File: config.mk
export PLATFORM = sky130hd
export DESIGN_NAME = microcode_sequencer_flat
export DESIGN_NICKNAME = d
export VERILOG_FILES = /design/src/rtl/microcode_sequencer_if.sv /design/src/rtl/microcode_sequencer.sv /design/src/flat_wrapper.sv
export SDC_FILE = /design/constraint.sdc
export NUM_CORES = 1
export LEC_CHECK = 0
export CAP_MARGIN = 10
export CORE_MARGIN = 2
export CORE_UTILIZATION = 35
export CTS_CLUSTER_SIZE = 16
export DETAILED_ROUTE_END_ITERATION = 7
export PLACE_DENSITY = 0.73
export SYNTH_ARGS = -nofsm -noshare
export SYNTH_HDL_FRONTEND = slang
export SYNTH_SLANG_ARGS = --single-unit
File: constraint.sdc
create_clock -name clk -period 2 [get_ports clk]
set_input_delay 0.2 -clock clk [delete_from_list [all_inputs] [get_ports clk]]
set_output_delay 0.2 -clock clk [all_outputs]
set_load 0.005 [all_outputs]
File: src/rtl/microcode_sequencer_if.sv
// Microcode EPROM bus plus microword valid/ack handshake toward the control decoder.
// master = sequencer (initiator), slave = EPROM model / decoder side.
interface microcode_sequencer_if;
    logic        _mc_cs;
    logic        _mc_oe;
    logic [7:0]  mc_addr;
    logic [63:0] mc_data;
    logic [63:0] uw;
    logic        uw_valid;
    logic        uw_ack;

    modport master (
        output _mc_cs,
        output _mc_oe,
        output mc_addr,
        output uw,
        output uw_valid,
        input  mc_data,
        input  uw_ack
    );

    modport slave (
        input  _mc_cs,
        input  _mc_oe,
        input  mc_addr,
        input  uw,
        input  uw_valid,
        output mc_data,
        output uw_ack
    );
endinterface

File: src/rtl/microcode_sequencer.sv
// Micro-PC sequencer / EPROM fetcher: start -> uw_valid in ACCESS_CYCLES+3 clocks; uw held until uw_ack.
// Define MC_PARITY_EN to add an odd-parity check on each fetched word with a sticky ERROR state.
module microcode_sequencer #(
    parameter int          ACCESS_CYCLES = 2,
    parameter logic [7:0]  ENTRY_BASE    = 8'h00
) (
    input  logic                         clk,
    input  logic                         reset,
    input  logic                         start,
    input  logic [7:0]                   opcode,
    input  logic                         cond,
    microcode_sequencer_if.master        mc,
    output logic                         busy,
    output logic [7:0]                   upc,
    output logic                         parity_err
);

    localparam logic [3:0] WAIT_LAST = 4'(ACCESS_CYCLES - 1);

`ifdef MC_PARITY_EN
    typedef enum logic [2:0] {
        S_IDLE,
        S_SELECT,
        S_ENABLE,
        S_LATCH,
        S_HOLD,
        S_ERROR
    } state_t;
`else
    typedef enum logic [2:0] {
        S_IDLE,
        S_SELECT,
        S_ENABLE,
        S_LATCH,
        S_HOLD
    } state_t;
`endif

    state_t      state_q, state_d;
    logic [3:0]  wait_q, wait_d;
    logic [7:0]  upc_q, upc_d;
    logic [63:0] uw_q, uw_d;
    logic        uw_valid_q, uw_valid_d;
    logic        cs_n_q, cs_n_d;
    logic        oe_n_q, oe_n_d;

    logic [7:0]  uw_next;
    logic        uw_seq;
    logic        uw_cond_br;
    logic        uw_end;

    assign uw_next    = uw_q[7:0];
    assign uw_seq     = uw_q[8];
    assign uw_cond_br = uw_q[9];
    assign uw_end     = uw_q[10];

`ifdef MC_PARITY_EN
    logic perr_q, perr_d;
`endif

    always_comb begin
        state_d = state_q;
        wait_d  = wait_q;
        upc_d   = upc_q;
        uw_d    = uw_q;
`ifdef MC_PARITY_EN
        perr_d  = perr_q;
`endif
        // Strobes lag the state by one clock: address is stable a cycle before
        // _mc_cs falls, and _mc_oe is low for exactly ACCESS_CYCLES clocks ending in LATCH.
        cs_n_d  = !((state_q == S_SELECT) || (state_q == S_ENABLE));
        oe_n_d  = !(state_q == S_ENABLE);

        case (state_q)
            S_IDLE: begin
                if (start) begin
                    upc_d   = opcode + ENTRY_BASE;
                    state_d = S_SELECT;
                end
            end
            S_SELECT: begin
                wait_d  = 4'd0;
                state_d = S_ENABLE;
            end
            S_ENABLE: begin
                if (wait_q == WAIT_LAST) begin
                    wait_d  = 4'd0;
                    state_d = S_LATCH;
                end else begin
                    wait_d  = wait_q + 4'd1;
                end
            end
            S_LATCH: begin
                uw_d    = mc.mc_data;
                state_d = S_HOLD;
`ifdef MC_PARITY_EN
                if (!(^mc.mc_data)) begin
                    perr_d  = 1'b1;
                    state_d = S_ERROR;
                end
`endif
            end
            S_HOLD: begin
                if (mc.uw_ack) begin
                    if (uw_end) begin
                        state_d = S_IDLE;
                    end else begin
                        if (uw_cond_br) begin
                            upc_d = cond ? uw_next : (upc_q + 8'd1);
                        end else if (uw_seq) begin
                            upc_d = upc_q + 8'd1;
                        end else begin
                            upc_d = uw_next;
                        end
                        state_d = S_SELECT;
                    end
                end
            end
`ifdef MC_PARITY_EN
            S_ERROR: begin
                state_d = S_ERROR;
            end
`endif
            default: begin
                state_d = S_IDLE;
            end
        endcase

        uw_valid_d = (state_d == S_HOLD);
    end

    always_ff @(posedge clk) begin
        if (reset) begin
            state_q    <= S_IDLE;
            wait_q     <= 4'd0;
            upc_q      <= 8'h00;
            uw_q       <= 64'h0;
            uw_valid_q <= 1'b0;
            cs_n_q     <= 1'b1;
            oe_n_q     <= 1'b1;
        end else begin
            state_q    <= state_d;
            wait_q     <= wait_d;
            upc_q      <= upc_d;
            uw_q       <= uw_d;
            uw_valid_q <= uw_valid_d;
            cs_n_q     <= cs_n_d;
            oe_n_q     <= oe_n_d;
        end
    end

`ifdef MC_PARITY_EN
    always_ff @(posedge clk) begin
        if (reset) begin
            perr_q <= 1'b0;
        end else begin
            perr_q <= perr_d;
        end
    end

    assign parity_err = perr_q;
`else
    assign parity_err = 1'b0;
`endif

    assign mc._mc_cs   = cs_n_q;
    assign mc._mc_oe   = oe_n_q;
    assign mc.mc_addr  = upc_q;
    assign mc.uw       = uw_q;
    assign mc.uw_valid = uw_valid_q;
    assign upc         = upc_q;
    assign busy        = (state_q != S_IDLE);

endmodule

File: src/flat_wrapper.sv
// flat-port wrapper written by rule: the top's interface ports become plain ports
module microcode_sequencer_flat 
#(
    parameter int          ACCESS_CYCLES = 2,
    parameter logic [7:0]  ENTRY_BASE    = 8'h00
)
  (clk, reset, start, opcode, cond, busy, upc, parity_err, mc__mc_cs, mc__mc_oe, mc_mc_addr, mc_uw, mc_uw_valid, mc_mc_data, mc_uw_ack);
  microcode_sequencer_if mc_i ();
  input  logic clk;
  input  logic reset;
  input  logic start;
  input  logic [7:0] opcode;
  input  logic cond;
  output logic busy;
  output logic [7:0] upc;
  output logic parity_err;
  output wire logic [$bits(mc_i._mc_cs)-1:0] mc__mc_cs;
  output wire logic [$bits(mc_i._mc_oe)-1:0] mc__mc_oe;
  output wire logic [$bits(mc_i.mc_addr)-1:0] mc_mc_addr;
  output wire logic [$bits(mc_i.uw)-1:0] mc_uw;
  output wire logic [$bits(mc_i.uw_valid)-1:0] mc_uw_valid;
  input wire logic [$bits(mc_i.mc_data)-1:0] mc_mc_data;
  input wire logic [$bits(mc_i.uw_ack)-1:0] mc_uw_ack;
  assign mc__mc_cs = mc_i._mc_cs;
  assign mc__mc_oe = mc_i._mc_oe;
  assign mc_mc_addr = mc_i.mc_addr;
  assign mc_uw = mc_i.uw;
  assign mc_uw_valid = mc_i.uw_valid;
  assign mc_i.mc_data = mc_mc_data;
  assign mc_i.uw_ack = mc_uw_ack;
  microcode_sequencer #(.ACCESS_CYCLES(ACCESS_CYCLES), .ENTRY_BASE(ENTRY_BASE)) u_core (.clk(clk), .reset(reset), .start(start), .opcode(opcode), .cond(cond), .mc(mc_i), .busy(busy), .upc(upc), .parity_err(parity_err));
endmodule
==> impl_metrics.ini, run 1 <==
[status]
status = finished clean

[placement]
placedInstanceArea_um2 = 4950
place_hpwl_mm = 6.677
total_placed_cells_including_tap_cells = 668
finalWeightedCongestion = 0.8716
buffer_ports.inserted = 160

[worst_setup_path]
timing.critical_path.to_type = primary output
critPathLaunchType = flop
cp_data_required_time_ns = 1.80
worst-setup-path-type = reg -> out
r2r_end = u_core.mc.mc_addr[7]$_SDFFE_PP0P_
r2r_cells = 4
rr_startpoint = u_core.state_q[0]$_SDFF_PP0_
worst_reg2reg_setup_slack_ns = 0.30
timing.critical_path.fanout_max = 7
critPathArrivalTime_ns = 1.58

[synthesis]
synth_common_cells = sky130_fd_sc_hd__nand2_1, sky130_fd_sc_hd__dfxtp_1, sky130_fd_sc_hd__a21oi_1
synth.yosys.seq_area_share_pct = 49.75
syn-mean-instance-area_um2 = 7.819
synth.cell_area_um2 = 3299
synth.yosys.warnings = 0
yosysTopAreaCell = sky130_fd_sc_hd__dfxtp_1
asyncSetResetFlopFracSynth_pct = 0
ys_dominant_reg_cell = sky130_fd_sc_hd__dfxtp_1
synth-seq-cells = 82
yosys.cell_types.count = 36
yosysTopAreaCellShare_pct = 49.75
yosysMostFrequentCell = sky130_fd_sc_hd__nand2_1
ys_top_cells_by_area = sky130_fd_sc_hd__dfxtp_1, sky130_fd_sc_hd__nand2_1, sky130_fd_sc_hd__a21oi_1, sky130_fd_sc_hd__buf_4, sky130_fd_sc_hd__clkbuf_1
post_synth_inst_count = 422
synth-edff-count = 0
synth_fp_nets = 502

[power_and_ir_drop]
p_clk_share_pct = 33.5
power_frac_seq_pct = 50.9
vdd_drop_max_uv = 374.1
internal_power_mw = 2.591
cellLeakagePower_nw = 1.773
p_sw_share_pct = 24.39
combinationalPowerShare_pct = 15.6
power_density_nw_per_um2 = 667.2
p_sw_mw = 0.8358

[die]
design.portCount = 162
placementRows = 35
die_x_um = 101.1
starting_density_of_the_core_pct = 35.88
floorplan.die.height_um = 101.1
die_area_um2 = 10220
placeableCoreArea_um2 = 9196

[min_path]
worstHoldPathType = in -> reg
worstHoldEndpoint = u_core.mc.uw[33]$_SDFFE_PP0N_
number_of_cells_on_the_worst_hold_path = 3
timing.hold.worst.start = mc_mc_data[33]

[detailed_routing]
initialDrtViolationCount = 109
post_drt_via_cell_ratio = 4.874
wire_per_inst_um = 13.55
drt-total-wl_mm = 9.265
drt-pass1-iter-count = 4
drt_drc_violations_left = 0
via_count = 3334
postRouteAntennaNets = 0

[finish]
final_util_pct = 55.85
insertedDiodeCount = 0
fillerInstances = 871
share_of_cells_above_drive_strength_1_pct = 6.108
finalNonFillerCells = 684
num-nets-final = 648
finish.instance_area_um2 = 5136
area.growth.synth_to_final_pct = 55.67

[flow_run]
maxCapViolations = 0

[cts]
cts_hold_repair.buffers = 0
post_cts.repair.setup_buffers = 0
cts_buffer_depth = 2
worst_skew_pair.late_latency_ns = 0.34
cts_made_buffers = 9
cts-htree-levels = 3
cts-root-buf = sky130_fd_sc_hd__clkbuf_8
post_cts.resized_instances = 0
cts_num_sinks = 82
cts_tree = built
cts.reportedPaths.clkPinSlew_ns = 0.08

[timing]
tightest_slew_ns = 0.7114
timing.final.hold_violations = 0
unrepaired_setup_endpoints_after_global_routing = false
final-setup-viol-count = 0
max-slew-margin-rel_pct = 52.58
maxClockFrequency_mhz = 560.3
total_negative_slack_ns = 0
timing.clock.skew_ns = 0.01274
min_period_ns = 1.785
finalCritPeriodShare_pct = 89.23
report.final.slew_viol_count = 0

[global_routing]
gr-usage-met1_pct = 21.48
maximum_number_of_pins_on_one_net_before_global_route_repair = 41
grt_overflow_total = 0
overall_fraction_of_global_route_tracks_in_use_pct = 18.08
first_global_vias = 3189
groute.layer.met3.usage_pct = 5.548
grt_first_pass_wirelength_mm = 14.73
use_met2_pct = 30.36
globalRoute.busiestLayer = met2
antenna_found_initial = 0
-- critical path, cell delays in order, from the launching register on --
cell and delay [ns]:
sky130_fd_sc_hd__dfxtp_1 0.38, sky130_fd_sc_hd__or3_1 0.40, sky130_fd_sc_hd__clkdlybuf4s50_1 0.47
-- flip-flops by register name (all words and copies together) (netlist names) --
name / cells
u_core.mc._mc_oe: 1
u_core.wait_q: 4
u_core.mc.uw: 64
u_core.mc.uw_valid: 1
u_core.mc._mc_cs: 1
u_core.mc.mc_addr: 8
u_core.state_q: 3
-- power by group through the flow --
stage                     clock network, mW  registers (mW)  logic [mW]
after floorplan                           0            1.78       0.213
after global placement                    0            1.78       0.530
after detailed placement                  0            1.78       0.536
after CTS                              1.19            1.74       0.539
after global routing                   1.27            1.75       0.583
final                                  1.15            1.74       0.535
-- area by class of cell --
class	count	area (µm²)	area share [%]
Clock inverter	5	55.05	1.072
Multi-Input combinational cell	296	1451	28.26
Timing Repair Buffer	170	1684	32.79
Clock buffer	11	131.4	2.558
Tap cell	111	138.9	2.704
Sequential cell	82	1642	31.96
Inverter	9	33.78	0.6577
-- through the flow --
| stage | total power, mW | hold WS, ns | setup WS (ns) |
|---|---|---|---|
| 3_5_place_dp | 2.316 | 0.4488 | 0.3412 |
| 2_1_floorplan | 1.990 | 0.3360 | 0.4991 |
| 5_1_grt | 3.604 | 0.3934 | 0.1576 |
| 4_1_cts | 3.471 | 0.3793 | 0.1997 |
| 6_report | 3.427 | 0.3989 | 0.2153 |
| 3_3_place_gp | 2.307 | 0.4410 | 0.3576 |
-- layer usage --
metal / wire (µm) / up-vias
met4: 148 / 0
met2: 4454 / 107
li1: - / 1675
met3: 713 / 11
met5: 0 / -
met1: 3949 / 1541
-- layout by cell type (no fill, tap or decap), types with 4 or more instances in the layout --
master | Yosys | layout
sky130_fd_sc_hd__clkbuf_8 | 0 | 9
sky130_fd_sc_hd__inv_1 | 9 | 9
sky130_fd_sc_hd__clkdlybuf4s50_1 | 0 | 159
sky130_fd_sc_hd__nor2_1 | 16 | 16
sky130_fd_sc_hd__a311oi_1 | 5 | 5
sky130_fd_sc_hd__a21oi_1 | 71 | 71
sky130_fd_sc_hd__dfxtp_1 | 82 | 82
sky130_fd_sc_hd__nor3_1 | 6 | 6
sky130_fd_sc_hd__nand2b_1 | 6 | 6
sky130_fd_sc_hd__nand2_1 | 140 | 140
sky130_fd_sc_hd__buf_4 | 10 | 9
sky130_fd_sc_hd__nand3_1 | 8 | 7
sky130_fd_sc_hd__or2_2 | 4 | 4
-- kinds of logic after synthesis --
group                    synth area share (%)
other                                  0.1137
adder cells (fa/ha/maj)                 1.138
multiplexers                           0.3034
buffers and inverters                   6.447
XOR/XNOR                                1.062
AND/OR/NAND/NOR                         24.19
AO/OA/AOI/OAI                           16.99
flip-flops                              49.75
-- worst max path at each step --
| stage | end | slack [ns] | startpoint |
|---|---|---|---|
| floorplan | u_core.mc.mc_addr[4]$_SDFFE_PP0P_ | 0.50 | u_core.mc.mc_addr[0]$_SDFFE_PP0P_ |
| global placement | u_core.mc.mc_addr[1]$_SDFFE_PP0P_ | 0.36 | cond |
| detailed placement | u_core.mc.mc_addr[7]$_SDFFE_PP0P_ | 0.34 | u_core.state_q[2]$_SDFF_PP0_ |
| CTS | busy | 0.20 | u_core.state_q[0]$_SDFF_PP0_ |
| global route | busy | 0.16 | u_core.state_q[0]$_SDFF_PP0_ |
| finish | busy | 0.22 | u_core.state_q[0]$_SDFF_PP0_ |
Note: power is estimated with default switching activity, not from simulation.
==> inputs of run 2 (changes only) <==
- PLACE_DENSITY: 0.73 -> 0.71
==> run 2 against run 1 <==
Effect of this change: die area did not move; sequential power barely moved; first-iteration DRC count is 17% higher; power grew 2.0%; via count down 1.4%; largest cell class unchanged; largest power group unchanged.
==> impl_metrics.ini, run 2 (same netlist as run 1, synthesis figures left out) <==
[cts]
cts-root-buf = sky130_fd_sc_hd__clkbuf_8
cts_tree = built
cts_buffer_depth = 2
cts_num_sinks = 82
cts_made_buffers = 9
post_cts.resized_instances = 0
cts.reportedPaths.clkPinSlew_ns = 0.09
post_cts.repair.setup_buffers = 0
cts-htree-levels = 3
cts_hold_repair.buffers = 0
worst_skew_pair.late_latency_ns = 0.34

[timing]
maxClockFrequency_mhz = 569.1
min_period_ns = 1.757
report.final.slew_viol_count = 0
total_negative_slack_ns = 0
timing.final.hold_violations = 0
finalCritPeriodShare_pct = 87.86
final-setup-viol-count = 0
timing.clock.skew_ns = 0.009302
max-slew-margin-rel_pct = 49.54
tightest_slew_ns = 0.7570
unrepaired_setup_endpoints_after_global_routing = false

[die]
floorplan.die.height_um = 101.1
die_area_um2 = 10220
die_x_um = 101.1
placementRows = 35
starting_density_of_the_core_pct = 35.88
design.portCount = 162
placeableCoreArea_um2 = 9196

[global_routing]
maximum_number_of_pins_on_one_net_before_global_route_repair = 37
antenna_found_initial = 0
grt_overflow_total = 0
overall_fraction_of_global_route_tracks_in_use_pct = 18.25
grt_first_pass_wirelength_mm = 15.06
first_global_vias = 3222

[detailed_routing]
drt-pass1-iter-count = 4
drt_drc_violations_left = 0
post_drt_via_cell_ratio = 4.813
initialDrtViolationCount = 128
wire_per_inst_um = 13.60
postRouteAntennaNets = 0
drt-total-wl_mm = 9.290
via_count = 3287

[power_and_ir_drop]
finalPower_mw = 3.494
vdd_drop_max_uv = 402.7
power_density_nw_per_um2 = 677.6
cellLeakagePower_nw = 1.785

[worst_setup_path]
critPathLaunchType = flop
worst_reg2reg_setup_slack_ns = 0.29
critPathArrivalTime_ns = 1.56
timing.critical_path.to_type = primary output
rr_startpoint = u_core.state_q[2]$_SDFF_PP0_
r2r_end = u_core.mc.mc_addr[5]$_SDFFE_PP0P_
timing.critical_path.fanout_max = 7
cp_data_required_time_ns = 1.80
r2r_cells = 4
worst-setup-path-type = reg -> out

[finish]
commonest_non_fill_non_tap_cells_in_the_layout = sky130_fd_sc_hd__clkdlybuf4s50_1, sky130_fd_sc_hd__nand2_1, sky130_fd_sc_hd__dfxtp_1
max_reg_flops = 64
fillerInstances = 864
area.growth.synth_to_final_pct = 56.28
insertedDiodeCount = 0
num-nets-final = 647
share_of_cells_above_drive_strength_1_pct = 6.294
layout.cells.most_common = sky130_fd_sc_hd__clkdlybuf4s50_1

[placement]
place_hpwl_mm = 6.717
buffer_ports.inserted = 160
finalWeightedCongestion = 0.8298

[min_path]
number_of_cells_on_the_worst_hold_path = 3
worstHoldEndpoint = u_core.mc.uw[43]$_SDFFE_PP0N_
timing.hold.worst.start = mc_mc_data[43]
worstHoldPathType = in -> reg

[status]
status = finished clean

[flow_run]
maxCapViolations = 0
-- run 2: layer usage --
metal  vias up  share of wire [%]  global-route usage (%)
met1      1493                 43                   22.76
li1       1675                  -                       -
met2       105                 48                   30.11
met4         0                1.9                   6.965
met3        14                7.2                   4.785
met5         -                  0                       0
-- run 2: worst max-delay path by stage --
| stage | start | endpoint | slack, ns | cells past startpoint |
|---|---|---|---|---|
| 5_1_grt | u_core.state_q[0]$_SDFF_PP0_ | u_core.mc.mc_addr[5]$_SDFFE_PP0P_ | 0.14 | 4 |
| 3_3_place_gp | cond | u_core.mc.mc_addr[1]$_SDFFE_PP0P_ | 0.36 | 5 |
| 2_1_floorplan | u_core.mc.mc_addr[0]$_SDFFE_PP0P_ | u_core.mc.mc_addr[4]$_SDFFE_PP0P_ | 0.50 | 5 |
| 6_report | u_core.state_q[0]$_SDFF_PP0_ | busy | 0.24 | 2 |
| 4_1_cts | u_core.state_q[0]$_SDFF_PP0_ | busy | 0.22 | 2 |
| 3_5_place_dp | u_core.state_q[0]$_SDFF_PP0_ | u_core.mc.mc_addr[5]$_SDFFE_PP0P_ | 0.32 | 4 |
-- run 2: power breakdown --
| part | internal, mW | switching, mW | total, mW |
|---|---|---|---|
| logic | 0.328 | 0.205 | 0.533 |
| registers | 1.69 | 0.0557 | 1.74 |
| clock network | 0.588 | 0.630 | 1.22 |
| total | 2.60 | 0.891 | 3.49 |
-- run 2: critical path: stages, from the launching register on --
cell and delay (ns):
sky130_fd_sc_hd__dfxtp_1 0.37, sky130_fd_sc_hd__or3_1 0.39, sky130_fd_sc_hd__clkdlybuf4s50_1 0.47
-- run 2: final cells by class --
class / count / area, µm² / area share, %
clock buffers: 9 / 123.9 / 2.402
clock inverters: 7 / 77.57 / 1.504
inverters: 9 / 33.78 / 0.6552
multi-input cells: 296 / 1451 / 28.15
flip-flops and latches: 82 / 1642 / 31.84
well taps: 111 / 138.9 / 2.694
repair buffers: 169 / 1689 / 32.76
-- run 2: metrics by stage --
step	setup WS, ns	std cells	area, µm²	utilization [%]	hold slack (ns)
4_1_cts	0.2170	683	5156	56.07	0.3794
3_3_place_gp	0.3608	667	4955	53.88	0.4413
6_report	0.2428	683	5156	56.07	0.3917
5_1_grt	0.1397	683	5156	56.07	0.3887
2_1_floorplan	0.4991	422	3299	-	0.3360
3_5_place_dp	0.3196	667	4955	53.88	0.4459
==> inputs of run 3 (changes only) <==
- ABC_AREA: not set -> 1
==> run 3 against run 2 <==
Effect of this change: register-to-register slack better by 0.22 ns; sequential share of layout area fell by 0.66 points; setup slack improved by 0.015 ns; critical path type unchanged; via count up 5.2%; critical path depth increased by 1; synthesized cell count rose by 8.8%; largest cell class unchanged; clock-buffer cell count did not move.
==> impl_metrics.ini, run 3 <==
[flow_run]
maxCapViolations = 0

[global_routing]
groute.layer.met3.usage_pct = 6.908
overall_fraction_of_global_route_tracks_in_use_pct = 18.67
globalRoute.busiestLayer = met2
gr-usage-met1_pct = 22.73
antenna_found_initial = 0
grt_overflow_total = 0
first_global_vias = 3310
maximum_number_of_pins_on_one_net_before_global_route_repair = 72
grt_first_pass_wirelength_mm = 15.49
use_met2_pct = 30.36

[synthesis]
ys_top_cells_by_area = sky130_fd_sc_hd__dfxtp_1, sky130_fd_sc_hd__nor2_1, sky130_fd_sc_hd__o21ai_0, sky130_fd_sc_hd__a21oi_1, sky130_fd_sc_hd__nand2_1
synth-edff-count = 0
yosysTopAreaCell = sky130_fd_sc_hd__dfxtp_1
synth-seq-cells = 82
yosysMostFrequentCell = sky130_fd_sc_hd__nor2_1
post_synth_inst_count = 459
yosysTopAreaCellShare_pct = 48.63
asyncSetResetFlopFracSynth_pct = 0
ys_dominant_reg_cell = sky130_fd_sc_hd__dfxtp_1
synth.yosys.warnings = 0
yosys.cell_types.count = 30
synth_fp_nets = 539
yosys.area_share.simple_pct = 24.39
synth_common_cells = sky130_fd_sc_hd__nor2_1, sky130_fd_sc_hd__dfxtp_1, sky130_fd_sc_hd__o21ai_0
synth_top_family_by_area = simple AND/OR/NAND/NOR gates
synth_mux_area_share_pct = 0
fraction_of_the_mapped_netlist_area_in_adder_cells_pct = 1.112
synth.yosys.seq_area_share_pct = 48.63
synth.cell_area_um2 = 3376
synth_xor_area_share_pct = 0
synth_compound_area_share_pct = 16.68
syn-mean-instance-area_um2 = 7.355

[die]
starting_density_of_the_core_pct = 36.36
placementRows = 35
placeableCoreArea_um2 = 9284
die_x_um = 102.2
design.portCount = 162
die_area_um2 = 10450
floorplan.die.height_um = 102.2

[worst_setup_path]
cp_cell_sequence = nor3_1 > inv_1 > clkdlybuf4s50_1
critPathArrivalTime_ns = 1.54
critPathMaxStageDelay_ns = 0.45
cp_data_required_time_ns = 1.80
critPathLaunchType = flop
worst-setup-path-type = reg -> out
cp.buffers_inverters = 2
crit_slowest_cell = sky130_fd_sc_hd__clkdlybuf4s50_1
timing.critical_path.max_delay_family = buffers and inverters
timing.critical_path.to_type = primary output
timing.critical_path.fanout_max = 3

[power_and_ir_drop]
combinationalPowerShare_pct = 13.6
vdd_drop_max_uv = 317.9
power_frac_seq_pct = 46.0
internal_power_mw = 2.954
p_sw_share_pct = 22.34
p_clk_share_pct = 40.4
p_sw_mw = 0.8496
cellLeakagePower_nw = 2.135
power_density_nw_per_um2 = 722.4

[placement]
placedInstanceArea_um2 = 4991
finalWeightedCongestion = 0.8885
place_hpwl_mm = 6.767
buffer_ports.inserted = 160

[detailed_routing]
drt-total-wl_mm = 9.641
drt_drc_violations_left = 0
via_count = 3459
wire_per_inst_um = 13.08
drt-pass1-iter-count = 4
postRouteAntennaNets = 0
initialDrtViolationCount = 132
post_drt_via_cell_ratio = 4.693

[cts]
post_cts.resized_instances = 0
cts_hold_repair.buffers = 0
cts_made_buffers = 9
cts_tree = built
worst_skew_pair.late_latency_ns = 0.35
post_cts.repair.setup_buffers = 0
cts-htree-levels = 3
cts_buffer_depth = 2
cts_num_sinks = 82
cts-root-buf = sky130_fd_sc_hd__clkbuf_8
cts.reportedPaths.clkPinSlew_ns = 0.08

[timing]
final-setup-viol-count = 0
finalCritPeriodShare_pct = 87.09
maxClockFrequency_mhz = 574.1
report.final.slew_viol_count = 0
unrepaired_setup_endpoints_after_global_routing = false
tightest_slew_ns = 0.5503
min_period_ns = 1.742
timing.clock.skew_ns = 0.004747
timing.final.hold_violations = 0
max-slew-margin-rel_pct = 63.31
total_negative_slack_ns = 0

[min_path]
worstHoldPathType = in -> reg

[finish]
max_reg_flops = 64
num-nets-final = 684
commonest_non_fill_non_tap_cells_in_the_layout = sky130_fd_sc_hd__clkdlybuf4s50_1, sky130_fd_sc_hd__nor2_1, sky130_fd_sc_hd__dfxtp_1
layout.cells.most_common = sky130_fd_sc_hd__clkdlybuf4s50_1
area.growth.synth_to_final_pct = 55.97
insertedDiodeCount = 0
share_of_cells_above_drive_strength_1_pct = 5.263
finish.instance_area_um2 = 5265

[status]
status = finished clean
run 3: cell types whose count changed after synthesis, sizes merged, moves of 13 or more:
cell	delta
o21ai	+70
nand2	-110
nand3	+13
inv	+23
a21oi	-47
nor2	+125
run 3: worst paths after layout:
path,startpoint,endpoint,slack (ns),cells past startpoint
min reg2reg,u_core.mc.uw[3]$_SDFFE_PP0N_,u_core.mc.uw[3]$_SDFFE_PP0N_,0.48,2
max,u_core.state_q[0]$_SDFF_PP0_,busy,0.26,3
max reg2reg,u_core.state_q[0]$_SDFF_PP0_,u_core.mc.uw[15]$_SDFFE_PP0N_,0.51,5
min,mc_mc_data[29],u_core.mc.uw[29]$_SDFFE_PP0N_,0.43,3
run 3: stage by stage:
stage,power (mW),setup slack [ns],utilization [%],cells,hold slack (ns)
6_report,3.803,0.2581,56.71,737,0.4279
5_1_grt,3.955,0.1724,56.71,737,0.4321
3_3_place_gp,2.293,0.2752,53.76,721,0.4702
2_1_floorplan,1.978,0.8012,-,459,0.3349
3_5_place_dp,2.303,0.2178,53.76,721,0.4756
4_1_cts,3.833,0.2004,56.50,736,0.4163
run 3: final cells by class:
cell class	count	area, µm²
Timing Repair Buffer	165	1652
Inverter	34	128.9
Clock inverter	6	130.1
Tap cell	129	161.4
Clock buffer	9	123.9
Fill cell	883	4019
Sequential cell	82	1642
Multi-Input combinational cell	312	1428
run 3: cells by family after synthesis:
kind of cell	Yosys count
other cells	1
simple gates	200
fa+ha+maj	3
compound gates	108
flops	82
buf+inv	65
run 3: power groups by stage:
stage	registers (mW)	clock network, mW	logic [mW]
after global routing	1.76	1.62	0.571
after global placement	1.78	0	0.510
after floorplan	1.78	0	0.198
after CTS	1.75	1.56	0.520
final	1.75	1.54	0.519
after detailed placement	1.79	0	0.517
run 3: tightest hold or removal path, stage by stage:
cell,delay [ns]
sky130_fd_sc_hd__clkdlybuf4s50_1,0.39
sky130_fd_sc_hd__nor2_1,0.10
sky130_fd_sc_hd__nor2_1,0.05
run 3: per-layer routing:
metal	vias to the layer above	wire, µm
met2	142	4463
met3	14	935
met5	-	0
met4	0	139
met1	1549	4102
li1	1754	-
